<file path="src/rtl/prf_wb_arbiter.sv">
`default_nettype none
// ============================================================================
//  Module   : prf_wb_arbiter (with package prf_wb_pkg)
//  Purpose  : Per-source writeback FIFOs (ALU/LSU/BRU) whose heads are granted
//             round-robin onto N_OUT registered PRF write ports, with
//             registered stall backpressure, occupancy and sticky overflow.
//  Revision : 1.0 - initial release
// ============================================================================
package prf_wb_pkg;
  localparam int PRD_W  = 7;
  localparam int DATA_W = 64;

  typedef struct packed {
    logic              valid;
    logic              rd_used;
    logic [PRD_W-1:0]  prd;
    logic [DATA_W-1:0] data;
  } wb_pkt_t;
endpackage

module prf_wb_arbiter
  import prf_wb_pkg::*;
#(
  parameter int FIFO_DEPTH = 4,
  parameter int N_OUT      = 2
) (
  input  logic                                 clk,
  input  logic                                 rst_n,
  input  logic                                 flush_i,
  input  logic                                 recover_i,
  input  wb_pkt_t                              wb_alu_i,
  input  wb_pkt_t                              wb_lsu_i,
  input  wb_pkt_t                              wb_bru_i,
  output logic [2:0]                           stall_o,
  output wb_pkt_t [N_OUT-1:0]                  wb_out_o,
  output logic [3*($clog2(FIFO_DEPTH)+1)-1:0]  occ_o,
  output logic                                 overflow_o
);

  localparam int PW = $clog2(FIFO_DEPTH);
  localparam int OW = PW + 1;
  localparam int EW = PRD_W + DATA_W;

  wb_pkt_t             w_in [3];
  logic [EW-1:0]       r_mem [3][FIFO_DEPTH];
  logic [PW-1:0]       r_rd_ptr [3];
  logic [PW-1:0]       r_wr_ptr [3];
  logic [OW-1:0]       r_occ [3];
  logic [OW-1:0]       w_occ_next [3];
  logic [EW-1:0]       w_head [3];
  logic [1:0]          r_rr;
  logic [1:0]          w_rr_next;
  logic [2:0]          r_stall;
  logic                r_ovf;
  wb_pkt_t [N_OUT-1:0] r_wb_out;
  logic                w_flush;
  logic [2:0]          w_filt;
  logic [2:0]          w_grant;
  logic [2:0]          w_push;
  logic [2:0]          w_ovf;
  logic [N_OUT-1:0]    w_slot_vld;
  logic [1:0]          w_slot_src [N_OUT];

  assign w_in[0] = wb_alu_i;
  assign w_in[1] = wb_lsu_i;
  assign w_in[2] = wb_bru_i;
  assign w_flush = flush_i | recover_i;

  function automatic logic [1:0] f_mod3_add(input logic [1:0] a, input logic [1:0] b);
    logic [2:0] v_sum;
    v_sum = {1'b0, a} + {1'b0, b};
    if (v_sum >= 3'd3) v_sum = v_sum - 3'd3;
    return v_sum[1:0];
  endfunction

  // Round-robin scan from rr: grant up to N_OUT non-empty heads, assign slots in scan order
  always_comb begin
    logic [1:0] v_src;
    logic [1:0] v_cnt;
    w_grant   = '0;
    w_slot_vld = '0;
    w_rr_next = r_rr;
    v_cnt     = 2'd0;
    v_src     = 2'd0;
    for (int k = 0; k < N_OUT; k++) w_slot_src[k] = 2'd0;
    for (int i = 0; i < 3; i++) begin
      v_src = f_mod3_add(r_rr, 2'(i));
      if ((r_occ[v_src] != '0) && (int'(v_cnt) < N_OUT)) begin
        w_grant[v_src] = 1'b1;
        for (int k = 0; k < N_OUT; k++) begin
          if (v_cnt == 2'(k)) begin
            w_slot_vld[k] = 1'b1;
            w_slot_src[k] = v_src;
          end
        end
        v_cnt     = v_cnt + 2'd1;
        w_rr_next = f_mod3_add(v_src, 2'd1);
      end
    end
  end

  // Input filter, push acceptance (a same-cycle pop frees a slot), overflow detect, next occupancy
  always_comb begin
    for (int s = 0; s < 3; s++) begin
      w_filt[s]     = w_in[s].valid & w_in[s].rd_used & (|w_in[s].prd);
      w_push[s]     = ~w_flush & w_filt[s] & ((r_occ[s] != OW'(FIFO_DEPTH)) | w_grant[s]);
      w_ovf[s]      = ~w_flush & w_filt[s] & (r_occ[s] == OW'(FIFO_DEPTH)) & ~w_grant[s];
      w_occ_next[s] = r_occ[s] + OW'(w_push[s]) - OW'(w_grant[s]);
      w_head[s]     = r_mem[s][r_rd_ptr[s]];
    end
  end

  // FIFO storage writes; contents need no reset since occupancy gates every read
  always_ff @(posedge clk) begin
    for (int s = 0; s < 3; s++) begin
      if (w_push[s]) r_mem[s][r_wr_ptr[s]] <= {w_in[s].prd, w_in[s].data};
    end
  end

  // Pointer, occupancy, round-robin and registered-output state
  always_ff @(posedge clk) begin
    if (!rst_n) begin
      for (int s = 0; s < 3; s++) begin
        r_rd_ptr[s] <= '0;
        r_wr_ptr[s] <= '0;
        r_occ[s]    <= '0;
      end
      r_rr     <= 2'd0;
      r_stall  <= 3'b000;
      r_ovf    <= 1'b0;
      r_wb_out <= '0;
    end else if (w_flush) begin
      // Discard everything queued and in the output stage; rr and the sticky flag survive
      for (int s = 0; s < 3; s++) begin
        r_rd_ptr[s] <= '0;
        r_wr_ptr[s] <= '0;
        r_occ[s]    <= '0;
      end
      r_stall  <= 3'b000;
      r_wb_out <= '0;
    end else begin
      for (int s = 0; s < 3; s++) begin
        if (w_push[s])  r_wr_ptr[s] <= r_wr_ptr[s] + PW'(1);
        if (w_grant[s]) r_rd_ptr[s] <= r_rd_ptr[s] + PW'(1);
        r_occ[s]   <= w_occ_next[s];
        r_stall[s] <= (w_occ_next[s] >= OW'(FIFO_DEPTH - 1));
      end
      r_rr  <= w_rr_next;
      r_ovf <= r_ovf | (|w_ovf);
      for (int k = 0; k < N_OUT; k++) begin
        if (w_slot_vld[k]) begin
          r_wb_out[k] <= {1'b1, 1'b1, w_head[w_slot_src[k]]};
        end else begin
          r_wb_out[k] <= '0;
        end
      end
    end
  end

  for (genvar s = 0; s < 3; s++) begin : g_occ
    assign occ_o[s*OW +: OW] = r_occ[s];
  end

  assign stall_o    = r_stall;
  assign wb_out_o   = r_wb_out;
  assign overflow_o = r_ovf;

endmodule
`default_nettype wire
</file>
<file path="config.mk">
export PLATFORM = sky130hd
export DESIGN_NAME = prf_wb_arbiter
export DESIGN_NICKNAME = d
export VERILOG_FILES = /design/src/rtl/prf_wb_arbiter.sv
export SDC_FILE = /design/constraint.sdc
export NUM_CORES = 1
export LEC_CHECK = 0
export CORE_MARGIN = 2
export CORE_UTILIZATION = 40
export CTS_CLUSTER_DIAMETER = 60
export DETAILED_ROUTE_END_ITERATION = 8
export HOLD_SLACK_MARGIN = 0.02
export PLACE_DENSITY = 0.64
export REMOVE_ABC_BUFFERS = 1
export SLEW_MARGIN = 0
export SYNTH_ARGS = -nofsm -noshare
export SYNTH_HDL_FRONTEND = slang
export SYNTH_SLANG_ARGS = --single-unit
</file>
<file path="constraint.sdc">
create_clock -name clk -period 6.8 [get_ports clk]
set_input_delay 1.36 -clock clk [delete_from_list [all_inputs] [get_ports clk]]
set_output_delay 1.36 -clock clk [all_outputs]
set_load 0.01 [all_outputs]
</file>
==> impl_results.md, run 1 <==
- GPL Wtd Cong: 0.874
- Main flop type after synthesis: sky130_fd_sc_hd__edfxtp_1
- Leak Pwr: 15.4 nW
- Finish-stage setup viols: 0
- Remaining routing DRC violations: 0
- Number of vias in the routed layout: 21383
- Critical Path Start Type: register
- Startpoint of the most critical register-to-register path: r_rr[1]
- Num CTS Buffers: 106
- HP Class: register to register
- Latest clock arrival within the worst-skew pair: 0.69 ns
- Largest net degree at the start of global routing: 142
- Power density over cell area: 310 mW/mm²
- Total number of H-tree levels: 3
- Iteration count of the initial detailed-routing pass: 5
- Buffers inserted during post-CTS setup optimization: 0
- Initial antenna violation count: 32
- Setup WS pre-CTS: approximately 1.8 ns
- Routed wirelength normalized by instance count: between 20 and 30 µm
- Status: complete, no violations
- Mean instance size in the synthesized netlist: between 15 and 20 µm²
- Total routing usage reported by global routing: a little over a fifth
- Unrepaired setup endpoints after global routing: no
- Core Footprint: 0.0970 mm²
- Average vias per placed instance: around 5.6
- Number of distinct library cell variants in the gate-level netlist after synthesis: 65
- EDFF count, synth: just under 900
- Worst hold slack across all endpoints: around 0.56 ns
- Post-route antenna net violation count: 0
- Die height: 317 µm
- Post-layout net count: between 2000 and 3000
- Num ports: 382
- Largest buffer count on any clock path: 3
- Arrival time of data at the critical path endpoint: 5.16 ns
- 1st-iter DRT viols: around 2100
- Cell chosen for the clock root: sky130_fd_sc_hd__clkbuf_16
- GRT Residual Overflow: 0
- Final Max Tran Viols: 0
- Final core utilization: between 40% and 50%
- Worst clock skew: ~0.041 ns
- Total detailed-routing wirelength: 107000 µm
- Setup CP Type: register to register
- Area added between synthesis and finish: 22.4%
- Setup slack of the worst register-to-register path: 1.93 ns
- Post-cts gate resize count: 0
- Logic depth of the worst register-to-register path: 13
- Instance count of the mapped netlist: 2003
- Quantity of I/O buffers inserted on ports: 381
- Crit. Startpoint: r_rr[1]
- Effective utilization at floorplan: 40.5%
- Worst-case headroom to the max-slew limit: 17.2%
- Die ar.: between 0.1 and 0.15 mm²
- Worst-margin pin slew: 1.24 ns
- Largest vdd supply drop: slightly below 0.2 mV
- Sort of element at the end of the critical path: register
- Setup tns final: 0 ns
- Final critical-path share of the clock period: between 70% and 80%
- Final setup slack of the worst path: slightly below 2 ns
- Max-cap violation count: 0
- Via count of the first global-routing pass: 21842
- Share of synthesized registers carrying an async set or reset: 0%
- Chip width: 317 µm
- Flops & latches, synth: 1023
- Share of the yosys chip area belonging to registers: 74.5%
- Clock transition at the registers of the reported paths: 0.06 ns
- Crit-path max FO: 48
- Minimum clock period: 4.87 ns
- Half-perimeter wire length after placement: 66500 µm
- Yosys warning count: 0
- Count of hold buffers inserted by post-cts repair: 0
- Total design power: 14.9 mW
- # rows: 114
- Hold violation total from the final report: 0
- Mapped cell area: around 0.039 mm²
- Top achievable clock speed: 0.205 GHz
- Clock tree from TritonCTS: done
- Reg-to-Reg End: r_mem[0][191]
- Required time of the critical path: 7.09 ns
- Clock Sinks: 1023
- CP Capture Point: r_mem[0][191]
- Wire length of the first global-routing pass: 151000 µm
- Share of cells above drive strength 1: between 10% and 20%
[cell usage after synthesis, types with 3 or more instances]
| cell type | n | share of area [%] |
|---|---|---|
| sky130_fd_sc_hd__clkbuf_1 | 69 | 0.66 |
| sky130_fd_sc_hd__a22oi_1 | 101 | 1.9 |
| sky130_fd_sc_hd__buf_1 | 6 | 0.057 |
| sky130_fd_sc_hd__mux2i_1 | 13 | 0.33 |
| sky130_fd_sc_hd__dfxtp_1 | 150 | 7.7 |
| sky130_fd_sc_hd__xor2_1 | 3 | 0.067 |
| sky130_fd_sc_hd__mux2_2 | 4 | 0.11 |
| sky130_fd_sc_hd__a22oi_2 | 30 | 0.96 |
| sky130_fd_sc_hd__nand3_1 | 5 | 0.064 |
| sky130_fd_sc_hd__fa_1 | 3 | 0.15 |
| sky130_fd_sc_hd__o21ai_0 | 3 | 0.038 |
| sky130_fd_sc_hd__mux4_2 | 213 | 12 |
| sky130_fd_sc_hd__edfxtp_1 | 873 | 67 |
| sky130_fd_sc_hd__nor3_1 | 13 | 0.17 |
| sky130_fd_sc_hd__o2bb2ai_1 | 10 | 0.22 |
| sky130_fd_sc_hd__a31oi_1 | 5 | 0.080 |
| sky130_fd_sc_hd__a311oi_1 | 3 | 0.067 |
| sky130_fd_sc_hd__nor3b_1 | 4 | 0.077 |
| sky130_fd_sc_hd__nor4_1 | 5 | 0.080 |
| sky130_fd_sc_hd__inv_1 | 33 | 0.32 |
| sky130_fd_sc_hd__and2_1 | 8 | 0.13 |
| sky130_fd_sc_hd__nor2_1 | 82 | 0.78 |
| sky130_fd_sc_hd__buf_4 | 5 | 0.096 |
| sky130_fd_sc_hd__and3_1 | 11 | 0.18 |
| sky130_fd_sc_hd__mux2_1 | 58 | 1.7 |
| sky130_fd_sc_hd__o21ai_1 | 3 | 0.038 |
| sky130_fd_sc_hd__xnor2_1 | 6 | 0.13 |
| sky130_fd_sc_hd__a21oi_1 | 149 | 1.9 |
| sky130_fd_sc_hd__nand2_1 | 18 | 0.17 |
| sky130_fd_sc_hd__a21o_1 | 4 | 0.077 |
| sky130_fd_sc_hd__buf_2 | 27 | 0.34 |
| sky130_fd_sc_hd__ha_1 | 25 | 0.80 |
| sky130_fd_sc_hd__buf_6 | 18 | 0.52 |
[report_power, final]
part           internal [mW]  leakage, nW  switching (mW)
logic                  0.913         4.48            1.12
registers               7.01         9.14           0.109
clock network           3.34         1.74            2.41
total                   11.3         15.4            3.64
[area by class of cell]
class,instances,area [µm²]
antenna,19,47.5
clock buffer,140,3000
clock inverter,58,536
fill,7887,49000
inverter,34,128
multi-input combinational,829,9380
sequential,1023,29200
tap,1276,1600
timing repair buffer,419,4120
[cell families (layout without fill, tap and decap cells)]
family / count (synthesis) / count (layout) / synth area share, %
DFF: 1023 / 1023 / 74.5
AOI/OAI and AO/OA: 333 / 333 / 6.01
muxes: 288 / 288 / 14.3
and+or+nand+nor: 162 / 162 / 2.04
buffers and inverters: 159 / 651 / 2.00
adders and majority gates: 28 / 28 / 0.950
xor gates and xnor gates: 9 / 9 / 0.201
other: 1 / 28 / 0.00956
[cells in the final DEF (no fill, tap or decap), types with 17 or more instances in the layout]
cell type                           n
sky130_fd_sc_hd__inv_1             33
sky130_fd_sc_hd__nand2_1           18
sky130_fd_sc_hd__ha_1              25
sky130_fd_sc_hd__clkdlybuf4s50_1  381
sky130_fd_sc_hd__buf_4             36
sky130_fd_sc_hd__clkbuf_16        110
sky130_fd_sc_hd__dfxtp_1          150
sky130_fd_sc_hd__clkinv_2          24
sky130_fd_sc_hd__edfxtp_1         873
sky130_fd_sc_hd__nor2_1            78
sky130_fd_sc_hd__a21oi_1          149
sky130_fd_sc_hd__mux4_2           213
sky130_fd_sc_hd__a22oi_2           30
sky130_fd_sc_hd__a22oi_1          101
sky130_fd_sc_hd__mux2_1            58
sky130_fd_sc_hd__clkbuf_1          17
sky130_fd_sc_hd__diode_2           19
[critical path, stage by stage, from the launching register on]
cell	delay, ns
sky130_fd_sc_hd__dfxtp_1	0.34
sky130_fd_sc_hd__inv_1	0.09
sky130_fd_sc_hd__ha_1	0.40
sky130_fd_sc_hd__nor3b_2	0.31
sky130_fd_sc_hd__o211ai_1	0.28
sky130_fd_sc_hd__and2_4	0.25
sky130_fd_sc_hd__ha_1	0.30
sky130_fd_sc_hd__nor2_1	0.29
sky130_fd_sc_hd__a222oi_1	0.15
sky130_fd_sc_hd__buf_4	0.19
sky130_fd_sc_hd__a21bo_2	0.27
sky130_fd_sc_hd__inv_2	0.12
sky130_fd_sc_hd__and2_4	0.85
sky130_fd_sc_hd__buf_4	0.58
[worst min-delay path by stage]
stage / from / end / slack [ns] / depth (start not counted)
after floorplan: r_rr[1] / r_rr[1] / 0.51 / 2
after global placement: r_rr[1] / r_rr[1] / 0.54 / 2
after detailed placement: r_rr[1] / r_rr[1] / 0.55 / 2
after CTS: r_rr[1] / r_rr[1] / 0.56 / 2
after global routing: r_rr[1] / r_rr[1] / 0.59 / 2
final: r_rr[1] / r_rr[1] / 0.56 / 2
[sequential cells by signal, summed over array words and instances, names as in the netlist]
name,cells
r_mem,852
wb_out_o,144
r_occ,9
r_rd_ptr,6
r_wr_ptr,6
stall_o,3
r_rr,2
overflow_o,1
[routing by layer]
metal / vias to the layer above / global-route usage, % / share of wire, %
met2: 942 / 33.1 / 48
met5: - / 0 / 0.15
li1: 9030 / - / -
met3: 166 / 5.80 / 8.6
met1: 11221 / 27.8 / 41
met4: 24 / 7.90 / 2.7
[through the flow]
step           cell area, µm²  cells
2_1_floorplan           38600   1886
3_3_place_gp            44400   3581
3_5_place_dp            44400   3581
4_1_cts                 48000   3779
5_1_grt                 48000   3797
6_report                48000   3798
(Power assumes the default switching activity.)
==> run 2, diff against run 1 <==
Settings changed: PLACE_DENSITY 0.64 to 0.67.
Clock period 6.8 ns to 4.3 ns, I/O delays scaled along.
==> run 2 against run 1 <==
  * Total power up 60%
  * Critical path depth is 7 higher
  * Cell count up 0.71%
  * Setup slack got worse by 1.5 ns
  * Clock skew shrank 0.019 ns
  * Register-to-register slack worse by 1.5 ns
  * Die area did not move
  * Fmax rose by 24%
==> impl_results.md, run 2 (synthesis results as in run 1) <==
- Status: complete, no violations (unchanged)
- Share of cells above drive strength 1: 20.7% (was 19.5%)
- Largest buffer count on any clock path: 3 (unchanged)
- Clock transition at the registers of the reported paths: 0.06 ns (about the same)
- Setup slack of the worst register-to-register path: 0.38 ns (was 1.93 ns)
- Post-Layout Inst Area: 0.0486 mm² (was 0.0480 mm²)
- Die height: 317 µm (unchanged)
- Max-cap violation count: 0 (unchanged)
- Crit. Startpoint: r_rr[1] (unchanged)
- Remaining routing DRC violations: 0 (unchanged)
- Num CTS Buffers: 107 (was 106)
- Logic depth of the worst register-to-register path: 20 (was 13)
- GRT Residual Overflow: 0 (unchanged)
- Average vias per placed instance: 5.58 (was 5.63)
- Routed wirelength normalized by instance count: 27.8 µm (was 28.1 µm)
- Clock Sinks: 1023 (unchanged)
- Required time of the critical path: 4.87 ns (was 7.09 ns)
- Unrepaired setup endpoints after global routing: no (unchanged)
- Worst-margin pin slew: 1.00 ns (was 1.24 ns)
- Hold violation total from the final report: 0 (unchanged)
- Worst clock skew: 0.0219 ns (was 0.0411 ns)
- Area added between synthesis and finish: 24.0% (was 22.4%)
- Most common library cell in the layout ignoring fill and taps: sky130_fd_sc_hd__edfxtp_1 (unchanged)
- Quantity of I/O buffers inserted on ports: 381 (unchanged)
- Total detailed-routing wirelength: 106000 µm (was 107000 µm)
- CP Capture Point: stall_o[2] (was r_mem[0][191])
- Final critical-path share of the clock period: 91.1% (was 71.6%)
- Core Footprint: 0.0970 mm² (unchanged)
- Cell chosen for the clock root: sky130_fd_sc_hd__clkbuf_16 (unchanged)
- Sort of element at the end of the critical path: register (unchanged)
- Num ports: 382 (unchanged)
- Latest clock arrival within the worst-skew pair: 0.69 ns (about the same)
- Post-cts gate resize count: 0 (unchanged)
- GPL Wtd Cong: 0.872 (was 0.874)
- Startpoint of the most critical register-to-register path: r_rr[1] (unchanged)
- Die ar.: 0.101 mm² (unchanged)
- Total instance count after detailed placement: 3611 (was 3581)
- Post-layout net count: 2695 (was 2664)
- Number of vias in the routed layout: 21360 (was 21383)
- Finish-stage setup viols: 0 (unchanged)
- Critical Path Start Type: register (unchanged)
- Iteration count of the initial detailed-routing pass: 6 (was 5)
- Chip width: 317 µm (unchanged)
- Arrival time of data at the critical path endpoint: 4.49 ns (was 5.16 ns)
- 1st-iter DRT viols: 2193 (was 2139)
- Minimum clock period: 3.92 ns (was 4.87 ns)
- Setup CP Type: register to register (unchanged)
- Clock tree from TritonCTS: done (unchanged)
- Commonest cells after routing, fill and taps aside: 873 x sky130_fd_sc_hd__edfxtp_1, 381 x sky130_fd_sc_hd__clkdlybuf4s50_1, 213 x sky130_fd_sc_hd__mux4_2, 150 x sky130_fd_sc_hd__dfxtp_1, 149 x sky130_fd_sc_hd__a21oi_1 (unchanged)
- HP Class: register to register (unchanged)
- Half-perimeter wire length after placement: 65200 µm (was 66500 µm)
- Largest vdd supply drop: 0.318 mV (was 0.198 mV)
- Wire length of the first global-routing pass: 151000 µm (about the same)
- Total routing usage reported by global routing: 20.9% (was 21.0%)
- Max reg flops: 852 (unchanged)
- Total number of H-tree levels: 3 (unchanged)
- Top achievable clock speed: 0.255 GHz (was 0.205 GHz)
- # rows: 114 (unchanged)
- Leak Pwr: 15.6 nW (was 15.4 nW)
- Reg-to-Reg End: stall_o[2] (was r_mem[0][191])
- Worst-case headroom to the max-slew limit: 33.3% (was 17.2%)
- Setup tns final: 0 ns (unchanged)
- Effective utilization at floorplan: 40.5% (unchanged)
- Crit-path max FO: 11 (was 48)
- Via count of the first global-routing pass: 22340 (was 21842)
- Count of hold buffers inserted by post-cts repair: 0 (unchanged)
- Post-route insts no fill: 3825 (was 3798)
- Power density over cell area: 490 mW/mm² (was 310 mW/mm²)
- Largest net degree at the start of global routing: 89 (was 142)
- Post-route antenna net violation count: 0 (unchanged)
- Cell area reported after detailed placement: 0.0450 mm² (was 0.0444 mm²)
- Initial antenna violation count: 25 (was 32)
- Buffers inserted during post-CTS setup optimization: 0 (unchanged)
- Final Max Tran Viols: 0 (unchanged)
## run 2: area by class of cell
cell class	instances	area [µm²]
fillers	7820	48300
flip-flops and latches	1023	29200
multi-input cells	829	9380
repair buffers	449	4670
clock buffers	154	3150
well taps	1276	1600
clock inverters	49	475
inverters	34	128
diodes	11	27.5
## run 2: how the worst min path moves through the flow
stage,startpoint,end,slack (ns),cells after the start
after global routing,r_rr[1],r_rr[1],0.60,2
after detailed placement,r_rr[1],r_rr[1],0.55,2
after floorplan,r_rr[1],r_rr[1],0.51,2
after global placement,r_rr[1],r_rr[1],0.54,2
after CTS,r_rr[1],r_rr[1],0.56,2
final,r_rr[1],r_rr[1],0.56,2
## run 2: worst max-delay path, stage by stage (launching register included)
cell                       delay (ns)
sky130_fd_sc_hd__dfxtp_1         0.38
sky130_fd_sc_hd__inv_1           0.08
sky130_fd_sc_hd__ha_1            0.32
sky130_fd_sc_hd__nor3b_2         0.22
sky130_fd_sc_hd__o211ai_1        0.25
sky130_fd_sc_hd__and2_4          0.21
sky130_fd_sc_hd__ha_1            0.18
sky130_fd_sc_hd__inv_1           0.08
sky130_fd_sc_hd__a21oi_1         0.20
sky130_fd_sc_hd__nor2_1          0.07
sky130_fd_sc_hd__a21oi_1         0.29
sky130_fd_sc_hd__inv_1           0.08
sky130_fd_sc_hd__ha_1            0.28
sky130_fd_sc_hd__inv_1           0.06
sky130_fd_sc_hd__ha_1            0.14
sky130_fd_sc_hd__inv_1           0.05
sky130_fd_sc_hd__fa_1            0.37
sky130_fd_sc_hd__xor2_1          0.18
sky130_fd_sc_hd__xnor2_1         0.14
sky130_fd_sc_hd__nor2_1          0.07
sky130_fd_sc_hd__a21o_1          0.16
## run 2: metal layers
| layer | up-vias | part of all wire, % | track usage [%] |
|---|---|---|---|
| met4 | 34 | 2.3 | 6.55 |
| met5 | - | 0.21 | 0 |
| met1 | 11168 | 40 | 27.2 |
| li1 | 9071 | - | - |
| met2 | 889 | 49 | 34.0 |
| met3 | 198 | 8.8 | 6.16 |
## run 2: through the flow
step	worst slack (ns)	hold slack, ns	power (mW)	utilization, %
6_report	0.382	0.555	23.9	50.2
5_1_grt	0.171	0.596	24.7	50.1
3_5_place_dp	0.293	0.550	14.7	46.4
2_1_floorplan	-1.35	0.507	13.1	-
3_3_place_gp	0.348	0.542	14.7	46.4
4_1_cts	0.429	0.558	24.1	50.1
## run 2: power by group
| group | internal, mW | switching (mW) | total (mW) |
|---|---|---|---|
| sequential | 11.1 | 0.150 | 11.2 |
| clock | 5.48 | 3.85 | 9.33 |
| combinational | 1.52 | 1.77 | 3.29 |
==> run 3, diff against run 2 <==
Settings changed: PLACE_DENSITY 0.67 to 0.68.
==> run 3 against run 2 <==
  * Clock skew increased by 0.0014 ns
  * Worst hold slack better by 0.028 ns
  * Die area stayed put
  * Non-clock buffer count down 5
  * Combinational power is 2% lower
  * Critical endpoint is now r_mem[0][244]
  * Largest cell class unchanged
==> impl_results.md, run 3 (synthesis results as in run 1) <==
- Minimum clock period: 4.06 ns (was 3.92 ns)
- Die height: 317 µm (unchanged)
- Status: complete, no violations (unchanged)
- Clock tree from TritonCTS: done (unchanged)
- Worst-margin pin slew: 1.13 ns (was 1.00 ns)
- GPL Wtd Cong: 0.857 (was 0.872)
- Setup tns final: 0 ns (unchanged)
- Quantity of I/O buffers inserted on ports: 381 (unchanged)
- Most common library cell in the layout ignoring fill and taps: sky130_fd_sc_hd__edfxtp_1 (unchanged)
- Via count of the first global-routing pass: 22298 (was 22340)
- Number of vias in the routed layout: 21385 (was 21360)
- Total detailed-routing wirelength: 101000 µm (was 106000 µm)
- 1st-iter DRT viols: 1924 (was 2193)
- Setup CP Type: register to register (unchanged)
- Top achievable clock speed: 0.246 GHz (was 0.255 GHz)
- Power density over cell area: 484 mW/mm² (was 490 mW/mm²)
- Clock transition at the registers of the reported paths: 0.06 ns (about the same)
- Chip width: 317 µm (unchanged)
- Part of the power in registers: 47.9% (was 47.1%)
- Routed wirelength normalized by instance count: 26.6 µm (was 27.8 µm)
- Final critical-path share of the clock period: 94.4% (was 91.1%)
- Power share of the clock group: 38.3% (was 39.1%)
- Setup WS pre-CTS: 0.179 ns (was 0.293 ns)
- Comb power frac: 13.8% (about the same)
- Crit-path max FO: 40 (was 11)
- Max-cap violation count: 0 (unchanged)
- Arrival time of data at the critical path endpoint: 4.38 ns (was 4.49 ns)
- Half-perimeter wire length after placement: 62500 µm (was 65200 µm)
- Hold violation total from the final report: 0 (unchanged)
- Final Max Tran Viols: 0 (unchanged)
- Iteration count of the initial detailed-routing pass: 6 (unchanged)
- Switching share of power: 24.0% (was 24.2%)
- Final core utilization: 50.0% (was 50.2%)
- Cell chosen for the clock root: sky130_fd_sc_hd__clkbuf_16 (unchanged)
- Clock Sinks: 1023 (unchanged)
- WP buf/inv: 4 (was 5)
- Largest net degree at the start of global routing: 77 (was 89)
- HP Class: register to register (unchanged)
- Internal Dissipation: 17.9 mW (was 18.1 mW)
- Initial antenna violation count: 29 (was 25)
- Num CTS Buffers: 107 (unchanged)
- Cell-by-cell trace of the critical path: inv_1 > ha_1 > mux2i_1 > o211ai_1 > and2_4 > ha_1 > nor2_1 > a222oi_1 > buf_4 > a21bo_2 > inv_2 > and2_4 > buf_12 (was inv_1 > ha_1 > nor3b_2 > o211ai_1 > and2_4 > ha_1 > inv_1 > a21oi_1 > nor2_1 > a21oi_1 > inv_1 > ha_1 > inv_1 > ha_1 > inv_1 > fa_1 > xor2_1 > xnor2_1 > nor2_1 > a21o_1)
- Post-layout net count: 2690 (was 2695)
- Max reg flops: 852 (unchanged)
- Post-Layout Inst Area: 0.0485 mm² (was 0.0486 mm²)
- Effective utilization at floorplan: 40.5% (unchanged)
- Critical Path Start Type: register (unchanged)
- Commonest cells after routing, fill and taps aside: 873 x sky130_fd_sc_hd__edfxtp_1, 381 x sky130_fd_sc_hd__clkdlybuf4s50_1, 213 x sky130_fd_sc_hd__mux4_2, 150 x sky130_fd_sc_hd__dfxtp_1, 149 x sky130_fd_sc_hd__a21oi_1 (unchanged)
- Average vias per placed instance: 5.61 (was 5.58)
- GRT Residual Overflow: 0 (unchanged)
- Latest clock arrival within the worst-skew pair: 0.67 ns (was 0.69 ns)
- Count of hold buffers inserted by post-cts repair: 0 (unchanged)
- Final setup slack of the worst path: 0.240 ns (was 0.382 ns)
- Post-route antenna net violation count: 0 (unchanged)
- Unrepaired setup endpoints after global routing: no (unchanged)
- Remaining routing DRC violations: 0 (unchanged)
- Total routing usage reported by global routing: 19.9% (was 20.9%)
- Die ar.: 0.101 mm² (unchanged)
- Switching power of the nets: 5.64 mW (was 5.77 mW)
- Cell area reported after detailed placement: 0.0450 mm² (about the same)
- Largest vdd supply drop: 0.309 mV (was 0.318 mV)
- Total number of H-tree levels: 3 (unchanged)
- Core Footprint: 0.0970 mm² (unchanged)
- Library cell contributing the largest single delay on the critical path: sky130_fd_sc_hd__and2_4 (was sky130_fd_sc_hd__dfxtp_1)
- Share of cells above drive strength 1: 20.2% (was 20.7%)
- Area added between synthesis and finish: 23.7% (was 24.0%)
- Largest buffer count on any clock path: 3 (unchanged)
- Finish-stage setup viols: 0 (unchanged)
- Largest delay share family, worst path: simple AND/OR/NAND/NOR gates (was adder cells)
- # rows: 114 (unchanged)
- Delay of the slowest cell on the worst path: 0.54 ns (was 0.38 ns)
- Total design power: 23.5 mW (was 23.9 mW)
- Worst-case headroom to the max-slew limit: 24.6% (was 33.3%)
- Sort of element at the end of the critical path: register (unchanged)
- Worst clock skew: 0.0233 ns (was 0.0219 ns)
- Leak Pwr: 15.5 nW (was 15.6 nW)
- Required time of the critical path: 4.62 ns (was 4.87 ns)
- Wire length of the first global-routing pass: 145000 µm (was 151000 µm)
- Num ports: 382 (unchanged)
[run 3: cell types whose count changed in the layout (fill, tap and decap cells not counted), sizes merged]
| cell | previous run | this run |
|---|---|---|
| clkinv | 32 | 31 |
| buf | 68 | 63 |
| clkinvlp | 4 | 7 |
| bufinv | 6 | 4 |
| clkbuf | 154 | 155 |
| diode | 11 | 7 |
| inv | 41 | 39 |
[run 3: through the flow]
step                      instances  hold WS [ns]
after floorplan                1886         0.507
after global placement         3604         0.521
after detailed placement       3604         0.546
after CTS                      3806         0.554
after global routing           3814         0.595
final                          3815         0.583
[run 3: cell type report]
cell class	count	area (µm²)
sequential	1023	29200
timing repair buffer	444	4690
multi-input combinational	829	9380
tap	1276	1600
fill	7780	48500
clock buffer	155	3090
inverter	34	128
clock inverter	47	415
antenna	7	17.5
[run 3: metal layers]
metal,vias to the layer above,wire (µm),global-route usage [%]
met5,-,283,0
met4,44,2410,5.64
met3,215,8300,5.56
met2,872,49000,32.4
met1,11181,41500,26.4
li1,9073,-,-
[run 3: final timing paths]
path	start	to	slack (ns)	cells after the start
worst max-delay path	r_rr[1]	r_mem[0][244]	0.24	13
worst min-delay path	r_rr[1]	r_rr[1]	0.58	2
worst max register to register	r_rr[1]	r_mem[0][244]	0.24	13
worst min register to register	r_rr[1]	r_rr[1]	0.58	2
[run 3: power groups by stage]
stage	registers [mW]	clock network (mW)	logic [mW]
after floorplan	11.7	0	1.49
after global placement	11.5	0	3.16
after detailed placement	11.5	0	3.22
after CTS	11.3	9.19	3.24
after global routing	11.3	9.59	3.46
final	11.3	9.01	3.24
[run 3: repair_timing]
| action | CTS | global route |
|---|---|---|
| gates resized for setup | 0 | 2 |
| hold endpoints to repair | 0 | 0 |
| endpoints found under the setup margin | 0 | 222 |
| setup buffers | 0 | 2 |
[run 3: tightest hold or removal path, stage by stage (launching register included)]
cell and delay, ns:
sky130_fd_sc_hd__dfxtp_1 0.35, sky130_fd_sc_hd__nor2_1 0.13, sky130_fd_sc_hd__nor3_1 0.06
